`config.mk`:
```
export PLATFORM = sky130hd
export DESIGN_NAME = alu_arbiter_flat
export DESIGN_NICKNAME = d
export VERILOG_FILES = /design/src/rtl/alu_arbiter_if.sv /design/src/rtl/alu_arbiter.sv /design/src/flat_wrapper.sv
export SDC_FILE = /design/constraint.sdc
export NUM_CORES = 1
export LEC_CHECK = 0
export CAP_MARGIN = 20
export CORE_UTILIZATION = 40
export CTS_CLUSTER_SIZE = 16
export DETAILED_ROUTE_END_ITERATION = 10
export GPL_TIMING_DRIVEN = 0
export MAX_ROUTING_LAYER = met4
export PLACE_DENSITY = 0.8
export SLEW_MARGIN = 20
export SYNTH_ARGS = -nofsm -noshare
export SYNTH_HDL_FRONTEND = slang
export SYNTH_SLANG_ARGS = --single-unit
```
`constraint.sdc`:
```
create_clock -name CLK -period 1.6 [get_ports CLK]
set_input_delay 0.16 -clock CLK [delete_from_list [all_inputs] [get_ports CLK]]
set_output_delay 0.16 -clock CLK [all_outputs]
set_load 0.03 [all_outputs]
```
`src/rtl/alu_arbiter_if.sv`:
```
// Connection bundle between the ALU sequencer and the shared combinational ALU.
// The arbiter side drives operands/opcode and samples result and flags.
interface alu_if #(
    parameter int unsigned DATA_W = 32,
    parameter int unsigned OP_W   = 4
);
    logic [DATA_W-1:0] port_a;
    logic [DATA_W-1:0] port_b;
    logic [OP_W-1:0]   aluop;
    logic [DATA_W-1:0] port_o;
    logic              zero;
    logic              neg;
    logic              ov;

    modport arb (
        output port_a,
        output port_b,
        output aluop,
        input  port_o,
        input  zero,
        input  neg,
        input  ov
    );

    modport alu (
        input  port_a,
        input  port_b,
        input  aluop,
        output port_o,
        output zero,
        output neg,
        output ov
    );
endinterface

```
`src/rtl/alu_arbiter.sv`:
```
// Two-requester valid/ready sequencer in front of one shared combinational ALU.
// Define ALU_ARB_ROUND_ROBIN_EN for round-robin arbitration; default is fixed priority.
module alu_arbiter #(
    parameter int unsigned DATA_W = 32,
    parameter int unsigned OP_W   = 4,
    parameter int unsigned CNT_W  = 16
) (
    input  logic              CLK,
    input  logic              nRST,
    input  logic [1:0]        req_valid,
    output logic [1:0]        req_ready,
    input  logic [OP_W-1:0]   req_op0,
    input  logic [OP_W-1:0]   req_op1,
    input  logic [DATA_W-1:0] req_a0,
    input  logic [DATA_W-1:0] req_a1,
    input  logic [DATA_W-1:0] req_b0,
    input  logic [DATA_W-1:0] req_b1,
    output logic              rsp_valid,
    input  logic              rsp_ready,
    output logic              rsp_id,
    output logic [DATA_W-1:0] rsp_result,
    output logic              rsp_zero,
    output logic              rsp_neg,
    output logic              rsp_ov,
    alu_if.arb                aluif,
    output logic              busy,
    output logic [CNT_W-1:0]  op_count
);

    typedef enum logic [1:0] {
        StIdle,
        StExec,
        StResp
    } state_e;

    state_e            state_q;
    logic              last_grant_q;
    logic [OP_W-1:0]   op_q;
    logic [DATA_W-1:0] a_q;
    logic [DATA_W-1:0] b_q;
    logic [1:0]        grant;
    logic              sel;

    // Grant is decided combinationally so the handshake refers to the current valid.
    always_comb begin
        grant = 2'b00;
        if (state_q == StIdle) begin
            unique case (req_valid)
                2'b01: grant = 2'b01;
                2'b10: grant = 2'b10;
                2'b11: begin
`ifdef ALU_ARB_ROUND_ROBIN_EN
                    grant = last_grant_q ? 2'b01 : 2'b10;
`else
                    grant = 2'b01;
`endif
                end
                default: grant = 2'b00;
            endcase
        end
    end

    assign sel       = grant[1];
    assign req_ready = nRST ? grant : 2'b00;

    // The ALU only ever sees registered operands.
    assign aluif.port_a = a_q;
    assign aluif.port_b = b_q;
    assign aluif.aluop  = op_q;

    always_ff @(posedge CLK or negedge nRST) begin
        if (!nRST) begin
            state_q      <= StIdle;
            last_grant_q <= 1'b1;
            op_q         <= '0;
            a_q          <= '0;
            b_q          <= '0;
            rsp_valid    <= 1'b0;
            rsp_id       <= 1'b0;
            rsp_result   <= '0;
            rsp_zero     <= 1'b0;
            rsp_neg      <= 1'b0;
            rsp_ov       <= 1'b0;
            busy         <= 1'b0;
            op_count     <= '0;
        end else begin
            unique case (state_q)
                StIdle: begin
                    if (|grant) begin
                        op_q         <= sel ? req_op1 : req_op0;
                        a_q          <= sel ? req_a1 : req_a0;
                        b_q          <= sel ? req_b1 : req_b0;
                        rsp_id       <= sel;
                        last_grant_q <= sel;
                        busy         <= 1'b1;
                        state_q      <= StExec;
                    end
                end
                StExec: begin
                    rsp_result <= aluif.port_o;
                    rsp_zero   <= aluif.zero;
                    rsp_neg    <= aluif.neg;
                    rsp_ov     <= aluif.ov;
                    rsp_valid  <= 1'b1;
                    state_q    <= StResp;
                end
                StResp: begin
                    if (rsp_ready) begin
                        rsp_valid <= 1'b0;
                        busy      <= 1'b0;
                        op_count  <= op_count + CNT_W'(1);
                        state_q   <= StIdle;
                    end
                end
                default: state_q <= StIdle;
            endcase
        end
    end

    // The operation in flight always belongs to the most recent grant.
    a_grant_matches_id: assert property (@(posedge CLK) disable iff (!nRST)
        (state_q != StIdle) |-> (last_grant_q == rsp_id));

    a_ready_onehot: assert property (@(posedge CLK) disable iff (!nRST)
        $onehot0(req_ready));

endmodule

```
`src/flat_wrapper.sv`:
```
// flat-port wrapper written by rule: the top's interface ports become plain ports
module alu_arbiter_flat 
#(
    parameter int unsigned DATA_W = 32,
    parameter int unsigned OP_W   = 4,
    parameter int unsigned CNT_W  = 16
)
  (CLK, nRST, req_valid, req_ready, req_op0, req_op1, req_a0, req_a1, req_b0, req_b1, rsp_valid, rsp_ready, rsp_id, rsp_result, rsp_zero, rsp_neg, rsp_ov, busy, op_count, aluif_port_a, aluif_port_b, aluif_aluop, aluif_port_o, aluif_zero, aluif_neg, aluif_ov);
  alu_if #(.DATA_W(DATA_W), .OP_W(OP_W)) aluif_i ();
  input  logic CLK;
  input  logic nRST;
  input  logic [1:0] req_valid;
  output logic [1:0] req_ready;
  input  logic [OP_W-1:0] req_op0;
  input  logic [OP_W-1:0] req_op1;
  input  logic [DATA_W-1:0] req_a0;
  input  logic [DATA_W-1:0] req_a1;
  input  logic [DATA_W-1:0] req_b0;
  input  logic [DATA_W-1:0] req_b1;
  output logic rsp_valid;
  input  logic rsp_ready;
  output logic rsp_id;
  output logic [DATA_W-1:0] rsp_result;
  output logic rsp_zero;
  output logic rsp_neg;
  output logic rsp_ov;
  output logic busy;
  output logic [CNT_W-1:0] op_count;
  output wire logic [$bits(aluif_i.port_a)-1:0] aluif_port_a;
  output wire logic [$bits(aluif_i.port_b)-1:0] aluif_port_b;
  output wire logic [$bits(aluif_i.aluop)-1:0] aluif_aluop;
  input wire logic [$bits(aluif_i.port_o)-1:0] aluif_port_o;
  input wire logic [$bits(aluif_i.zero)-1:0] aluif_zero;
  input wire logic [$bits(aluif_i.neg)-1:0] aluif_neg;
  input wire logic [$bits(aluif_i.ov)-1:0] aluif_ov;
  assign aluif_port_a = aluif_i.port_a;
  assign aluif_port_b = aluif_i.port_b;
  assign aluif_aluop = aluif_i.aluop;
  assign aluif_i.port_o = aluif_port_o;
  assign aluif_i.zero = aluif_zero;
  assign aluif_i.neg = aluif_neg;
  assign aluif_i.ov = aluif_ov;
  alu_arbiter #(.DATA_W(DATA_W), .OP_W(OP_W), .CNT_W(CNT_W)) u_core (.CLK(CLK), .nRST(nRST), .req_valid(req_valid), .req_ready(req_ready), .req_op0(req_op0), .req_op1(req_op1), .req_a0(req_a0), .req_a1(req_a1), .req_b0(req_b0), .req_b1(req_b1), .rsp_valid(rsp_valid), .rsp_ready(rsp_ready), .rsp_id(rsp_id), .rsp_result(rsp_result), .rsp_zero(rsp_zero), .rsp_neg(rsp_neg), .rsp_ov(rsp_ov), .aluif(aluif_i), .busy(busy), .op_count(op_count));
endmodule
```
==> results by group, run 1 <==
Floorplanning
  – Chip width: 123 µm
  – Row count: 44
  – Ports: 300
  – Initial Util: 40.8%
  – DIE AREA: 15,200 µm²
  – Die Y: 123 µm
  – Placeable Area: 14,500 µm²

STA
  – Endpoints failing hold: 54
  – Final setup TNS: -211 ps
  – Slew margin rel.: 62.9%
  – Period utilization: 103%
  – Hold WS: -348 ps
  – Final setup fails: 10
  – Worst Skew: 7.07 ps
  – Fmax: 0.607 GHz
  – Slew Viols, Final: 0
  – Slew at the pin closest to its max-slew limit: 557 ps
  – Worst Setup Slack, final: -48.3 ps
  – RSZ-0062 raised after global routing: true
  – Crit path time final: 1650 ps

Worst setup path
  – CP required: 1440 ps
  – Setup crit start kind: flip-flop
  – WP data arrival: 1490 ps
  – Worst path slowest cell: dfrtp_2
  – Worst Path Max Fanout: 3
  – CP cell instances: nor2_4 -> buf_8 -> and4b_1 -> buf_6
  – CP peak stage delay: 430 ps
  – Crit end category: output pin
  – Setup CP Type: reg -> out

Synth
  – Largest cells by area after synthesis: dfrtp_1, a22oi_1, nor2b_1
  – Distinct cells, synth: 32
  – Register area share after synthesis: 52.6%
  – Syn nets: 717
  – Synth top area share: 52.6%
  – Post-synth EDFFs: 0
  – Synth area leader: dfrtp_1
  – Synthesized area: 5900 µm²
  – FF+latch count, synth: 124
  – Syn Inst Count: 540
  – YS warnings: 0
  – Synth cell count leaders: dfrtp_1, nor2b_1, a31oi_1
  – Count leader, synth: dfrtp_1
  – Syn avg cell area: 10.9 µm²
  – Primary FF master, synth: dfrtp_1
  – Synth async-reset ratio: 100%

Routing
  – WL per Instance: 19.5 µm
  – Vias: 5,983
  – Post-Route WL: 20,900 µm
  – Metal-1 WL: 8110 µm
  – Routed wl met3: 1450 µm
  – Initial DRC count: 313
  – Residual DRC count: 0
  – DRT Pass-1 Iters: 4
  – DR top layer: met4
  – Vias per inst: 5.59
  – Antenna-violating nets left: 0
  – Met2 routed WL: 10,800 µm

Place
  – GP Congestion: 0.881
  – Detailed Place HPWL: 14,800 µm
  – Pre-CTS setup slack: -628 ps
  – I/O Buffers: 297

Clocking
  – CTS max path bufs: 2
  – CTS buffer count: 17
  – Clk_lat worst skew: 410 ps
  – CTS clock-pin slew for the worst setup and hold paths: 60 ps
  – # clock sinks: 124
  – Clock tree root buffer cell: clkbuf_16
  – CTS tree: built
  – H-tree depth: 4

Global routing
  – Total congestion overflow: 0
  – First-pass GRT wire length: 30,500 µm
  – Total GRT Usage: 27.4%
  – Largest net degree at the start of global routing: 73
  – Antenna violations before repair: 1
  – Number of global-route vias before repair: 5,914

Cells and area
  – Filler cells: 1,101
  – FF/Latch Area: 3100 µm²
  – Final Util: 69.8%
  – Nets: 1,050
  – Multi-input gate area: 2700 µm²
  – Share of cells above drive strength 1: 19.4%
  – Layout area overhead: 71.1%

Power
  – Peak supply drop: 1210 µV
  – Leakage: 4.29 nW
  – Power Density: 2090 nW/µm²

Run
  – Max Cap Violations: 0

Outcome
  – Failing checks: hold timing, setup timing
  – Run status: complete, but fails checks

Min path
  – Hold Path Class: in -> async
==> metrics by stage <==
| step | power [mW] | hold WS, ps | cells | area (µm²) |
|---|---|---|---|---|
| floorplan | 12.1 | -136 | 540 | 5900 |
| global placement | 16.5 | 462 | 1021 | 9110 |
| detailed placement | 16.8 | 152 | 1022 | 9140 |
| CTS | 20.1 | -292 | 1061 | 9740 |
| global route | 22.3 | -322 | 1071 | 10100 |
| finish | 21.1 | -348 | 1071 | 10100 |
==> state kept, by name, summed over array words and instances, names as in the netlist, 2 cells and up <==
name / count
u_core.state_q: 2
u_core.aluif.port_a: 32
u_core.aluif.aluop: 4
u_core.op_count: 16
u_core.aluif.port_b: 32
u_core.rsp_result: 32
==> worst paths after layout <==
path / startpoint / cells after the start / endpoint / slack, ps
min in group CLK: req_valid[0] / 3 / u_core.state_q[0] / 220
worst min register to register: u_core.rsp_valid / 1 / u_core.rsp_valid / 470
worst min-delay path: nRST / 1 / u_core.rsp_result[4] / -350
worst max register to register: u_core.state_q[0] / 7 / u_core.aluif.port_a[18] / -40
worst max-delay path: u_core.state_q[1] / 4 / req_ready[1] / -50
max in group asynchronous: nRST / 2 / u_core.aluif.port_b[18] / 1220
==> kinds of logic after synthesis <==
group | after synthesis | share of synthesized area (%)
AOI/OAI and AO/OA | 207 | 22.8
xor gates and xnor gates | 15 | 2.23
adders and majority gates | 1 | 0.212
buffers and inverters | 51 | 4.39
DFF | 124 | 52.6
muxes | 35 | 6.68
and+or+nand+nor | 107 | 11.1
==> report_power, final <==
group | switching [mW] | internal [mW] | leakage, nW | total, mW
combinational | 6.54 | 5.12 | 2.50 | 11.7
sequential | 1.09 | 4.61 | 1.51 | 5.70
clock | 1.45 | 2.33 | 0.278 | 3.78
==> placed cells by master, fill, tap and decap left out, types with 19 or more instances in the layout <==
cell type	n
a22oi_1	27
a22oi_2	41
a31oi_1	68
clkbuf_16	19
clkdlybuf4s50_1	172
dfrtp_1	123
dlygate4sd2_1	121
mux2_2	35
nor2b_1	69
o21ai_1	60
==> worst max-delay path, delay by kind of cell, from the launching register on <==
kind | cells | cell delay, ps
AND/OR/NAND/NOR | 2 | 390
buffers and inverters | 2 | 260
flip-flops | 1 | 430
==> final cells by class <==
type | count | area share [%]
Sequential cell | 124 | 30.7
Timing Repair Buffer | 315 | 30.5
Multi-Input combinational cell | 365 | 26.8
Clock buffer | 18 | 4.35
Buffer | 50 | 3.89
Tap cell | 184 | 2.28
Clock inverter | 14 | 1.44
Antenna cell | 1 | 0.0248
==> metal layers <==
layer  global-route usage [%]  up-vias
met1                     31.2     2977
li1                         -     2687
met4                     10.9        0
met5                        -        -
met3                     6.55       45
met2                     46.4      274
==> what timing repair did <==
item | CTS | global route
pin swaps | 1 | 18
buffers inserted | 6 | 8
endpoints found under the setup margin | 190 | 99
hold endpoints to repair | 54 | 54
cloned | 1 | 2
resized for setup | 162 | 123
No activity file was read; power rests on OpenSTA's default activity.
==> run 2: changes to the inputs <==
--- a/config.mk
+++ b/config.mk
@@ -12,6 +12,7 @@
 export GPL_TIMING_DRIVEN = 0
 export MAX_ROUTING_LAYER = met4
 export PLACE_DENSITY = 0.8
+export REMOVE_ABC_BUFFERS = 1
 export SLEW_MARGIN = 20
 export SYNTH_ARGS = -nofsm -noshare
 export SYNTH_HDL_FRONTEND = slang
==> run 2 against run 1 <==
- cell count shrank 3.5%
- combinational power about the same
- clock skew grew 1.4 ps
- utilization shrank 0.48 points
- global-route usage fell by 0.16 points
- sequential share of layout area rose by 0.23 points
- largest cell class unchanged
- highest routed layer unchanged
- the run still ends with hold timing, setup timing left
- critical path depth up 1
- register-to-register slack about the same
- maximum frequency shrank 4.0%
- die area unchanged
==> results by group, run 2 (same netlist as run 1, synthesis figures left out) <==
STA
  – Endpoints failing hold: 58 (was 54)
  – Slew Viols, Final: 0 (unchanged)
  – Hold WS: -283 ps (was -348 ps)
  – Period utilization: 107% (was 103%)
  – Crit path time final: 1720 ps (was 1650 ps)
  – Fmax: 0.582 GHz (was 0.607 GHz)
  – Final setup fails: 9 (was 10)
  – Worst Skew: 8.50 ps (was 7.07 ps)
  – Worst Setup Slack, final: -117 ps (was -48.3 ps)
  – Slew margin rel.: 46.9% (was 62.9%)
  – RSZ-0062 raised after global routing: true (unchanged)
  – Slew at the pin closest to its max-slew limit: 796 ps (was 557 ps)

Clocking
  – CTS max path bufs: 2 (unchanged)
  – Clock tree root buffer cell: clkbuf_16 (unchanged)
  – CTS clock-pin slew for the worst setup and hold paths: 60 ps (about the same)
  – CTS buffer count: 17 (unchanged)
  – Clk_lat worst skew: 420 ps (was 410 ps)
  – # clock sinks: 124 (unchanged)
  – H-tree depth: 4 (unchanged)
  – CTS tree: built (unchanged)

Global routing
  – First-pass GRT wire length: 30,200 µm (was 30,500 µm)
  – Total congestion overflow: 0 (unchanged)
  – Antenna violations before repair: 0 (was 1)
  – Total GRT Usage: 27.2% (was 27.4%)
  – Largest net degree at the start of global routing: 119 (was 73)
  – Number of global-route vias before repair: 5,906 (was 5,914)

Floorplanning
  – Chip width: 123 µm (unchanged)
  – Ports: 300 (unchanged)
  – Die Y: 123 µm (unchanged)
  – Row count: 44 (unchanged)
  – Initial Util: 40.8% (unchanged)
  – Placeable Area: 14,500 µm² (unchanged)
  – DIE AREA: 15,200 µm² (unchanged)

Cells and area
  – Most common cell after layout, fill and taps aside: clkdlybuf4s50_1 (unchanged)
  – Most frequent cells in the layout: clkdlybuf4s50_1, dfrtp_1, dlygate4sd2_1, nor2b_1, a31oi_1 (unchanged)
  – Nets: 1,013 (was 1,050)
  – # diodes: 0 (was 1)
  – Final Util: 69.3% (was 69.8%)
  – Layout area overhead: 69.9% (was 71.1%)
  – Share of cells above drive strength 1: 16.7% (was 19.4%)

Worst setup path
  – R2r endpoint: u_core.aluif.port_b[16] (was u_core.aluif.port_a[18])
  – WP data arrival: 1560 ps (was 1490 ps)
  – Worst Path Max Fanout: 5 (was 3)
  – Worst setup path endpoint: req_ready[0] (was req_ready[1])
  – R2R Path Start: u_core.state_q[0] (unchanged)
  – Crit end category: output pin (unchanged)
  – Setup CP Type: reg -> out (unchanged)
  – Setup crit start kind: flip-flop (unchanged)
  – CP required: 1440 ps (about the same)
  – Worst setup startpoint: u_core.state_q[0] (was u_core.state_q[1])
  – Reg2Reg Depth: 8 (was 7)
  – Reg2Reg Setup Slack: -50 ps (was -40 ps)

Power
  – Peak supply drop: 1240 µV (was 1210 µV)
  – Power Density: 2130 nW/µm² (was 2090 nW/µm²)
  – Leakage: 4.23 nW (was 4.29 nW)

Routing
  – Initial DRC count: 355 (was 313)
  – Antenna-violating nets left: 0 (unchanged)
  – Residual DRC count: 0 (unchanged)
  – Post-Route WL: 20,900 µm (about the same)
  – Vias: 5,837 (was 5,983)
  – Vias per inst: 5.65 (was 5.59)
  – DRT Pass-1 Iters: 5 (was 4)
  – WL per Instance: 20.2 µm (was 19.5 µm)

Place
  – Pre-CTS setup slack: -837 ps (was -628 ps)
  – GP Congestion: 0.772 (was 0.881)
  – I/O Buffers: 299 (was 297)
  – Detailed Place HPWL: 13,100 µm (was 14,800 µm)

Run
  – Max Cap Violations: 0 (unchanged)

Min path
  – Hold Path Class: in -> async (unchanged)

Outcome
  – Failing checks: hold timing, setup timing (unchanged)
  – Run status: complete, but fails checks (unchanged)
-- run 2: changes by cell type in the layout (fill, tap and decap cells not counted), sizes merged, moves of 2 or more --
cell | previous run | this run
buf | 49 | 26
clkbuf | 40 | 27
clkinv | 7 | 3
bufinv | 2 | 4
-- run 2: layout make-up --
cell class | count | area, µm²
Fill cell | 1100 | 4450
Timing Repair Buffer | 326 | 3370
Sequential cell | 124 | 3110
Multi-Input combinational cell | 367 | 2700
Clock buffer | 22 | 454
Tap cell | 184 | 230
Clock inverter | 10 | 165
-- run 2: what timing repair did --
action	4_1_cts	5_1_grt
gates cloned	5	4
gates resized for setup	160	35
setup buffers	10	3
endpoints found under the setup margin	211	66
endpoints found under the hold margin	58	58
pin swaps	13	2
-- run 2: how the worst min path moves through the flow --
stage | startpoint | to | slack [ps] | cells after the start
detailed placement | nRST | u_core.op_count[0] | 170 | 1
global placement | u_core.op_count[15] | u_core.op_count[15] | 460 | 1
global route | nRST | u_core.op_count[0] | -260 | 1
floorplan | nRST | u_core.aluif.aluop[0] | -140 | 0
finish | nRST | u_core.op_count[0] | -280 | 1
CTS | nRST | u_core.op_count[0] | -270 | 1
-- run 2: worst max-delay path: stages (launching register included) --
cell       delay, ps
dfrtp_2          440
nor2_4           120
clkbuf_16        160
buf_16           110
and3_4           180
buf_6            130
-- run 2: metrics by stage --
stage	TNS [ps]	power [mW]	std cells	instance area, µm²
floorplan	-137720	11.8	489	5640
global placement	-856560	15.5	972	8870
detailed placement	-49600	16.8	980	9080
CTS	-2870	20.9	1027	9810
global route	-1460	22.5	1033	10000
finish	-311	21.4	1033	10000
-- run 2: routing by layer --
metal  part of all wire, %  GRT usage [%]  vias to the layer above
met5                     0              -                        -
met1                    38           29.1                     2873
li1                      -              -                     2608
met2                    51           46.0                      298
met3                   7.3           7.66                       58
met4                   3.2           14.0                        0
-- run 2: power by group --
group          switching, mW  leakage [nW]  internal (mW)  total [mW]
Combinational           6.69          2.43           5.03        11.7
Clock                   1.39         0.291           2.65        4.04
Sequential              1.05          1.50           4.61        5.66
Total                   9.12          4.23           12.3        21.4
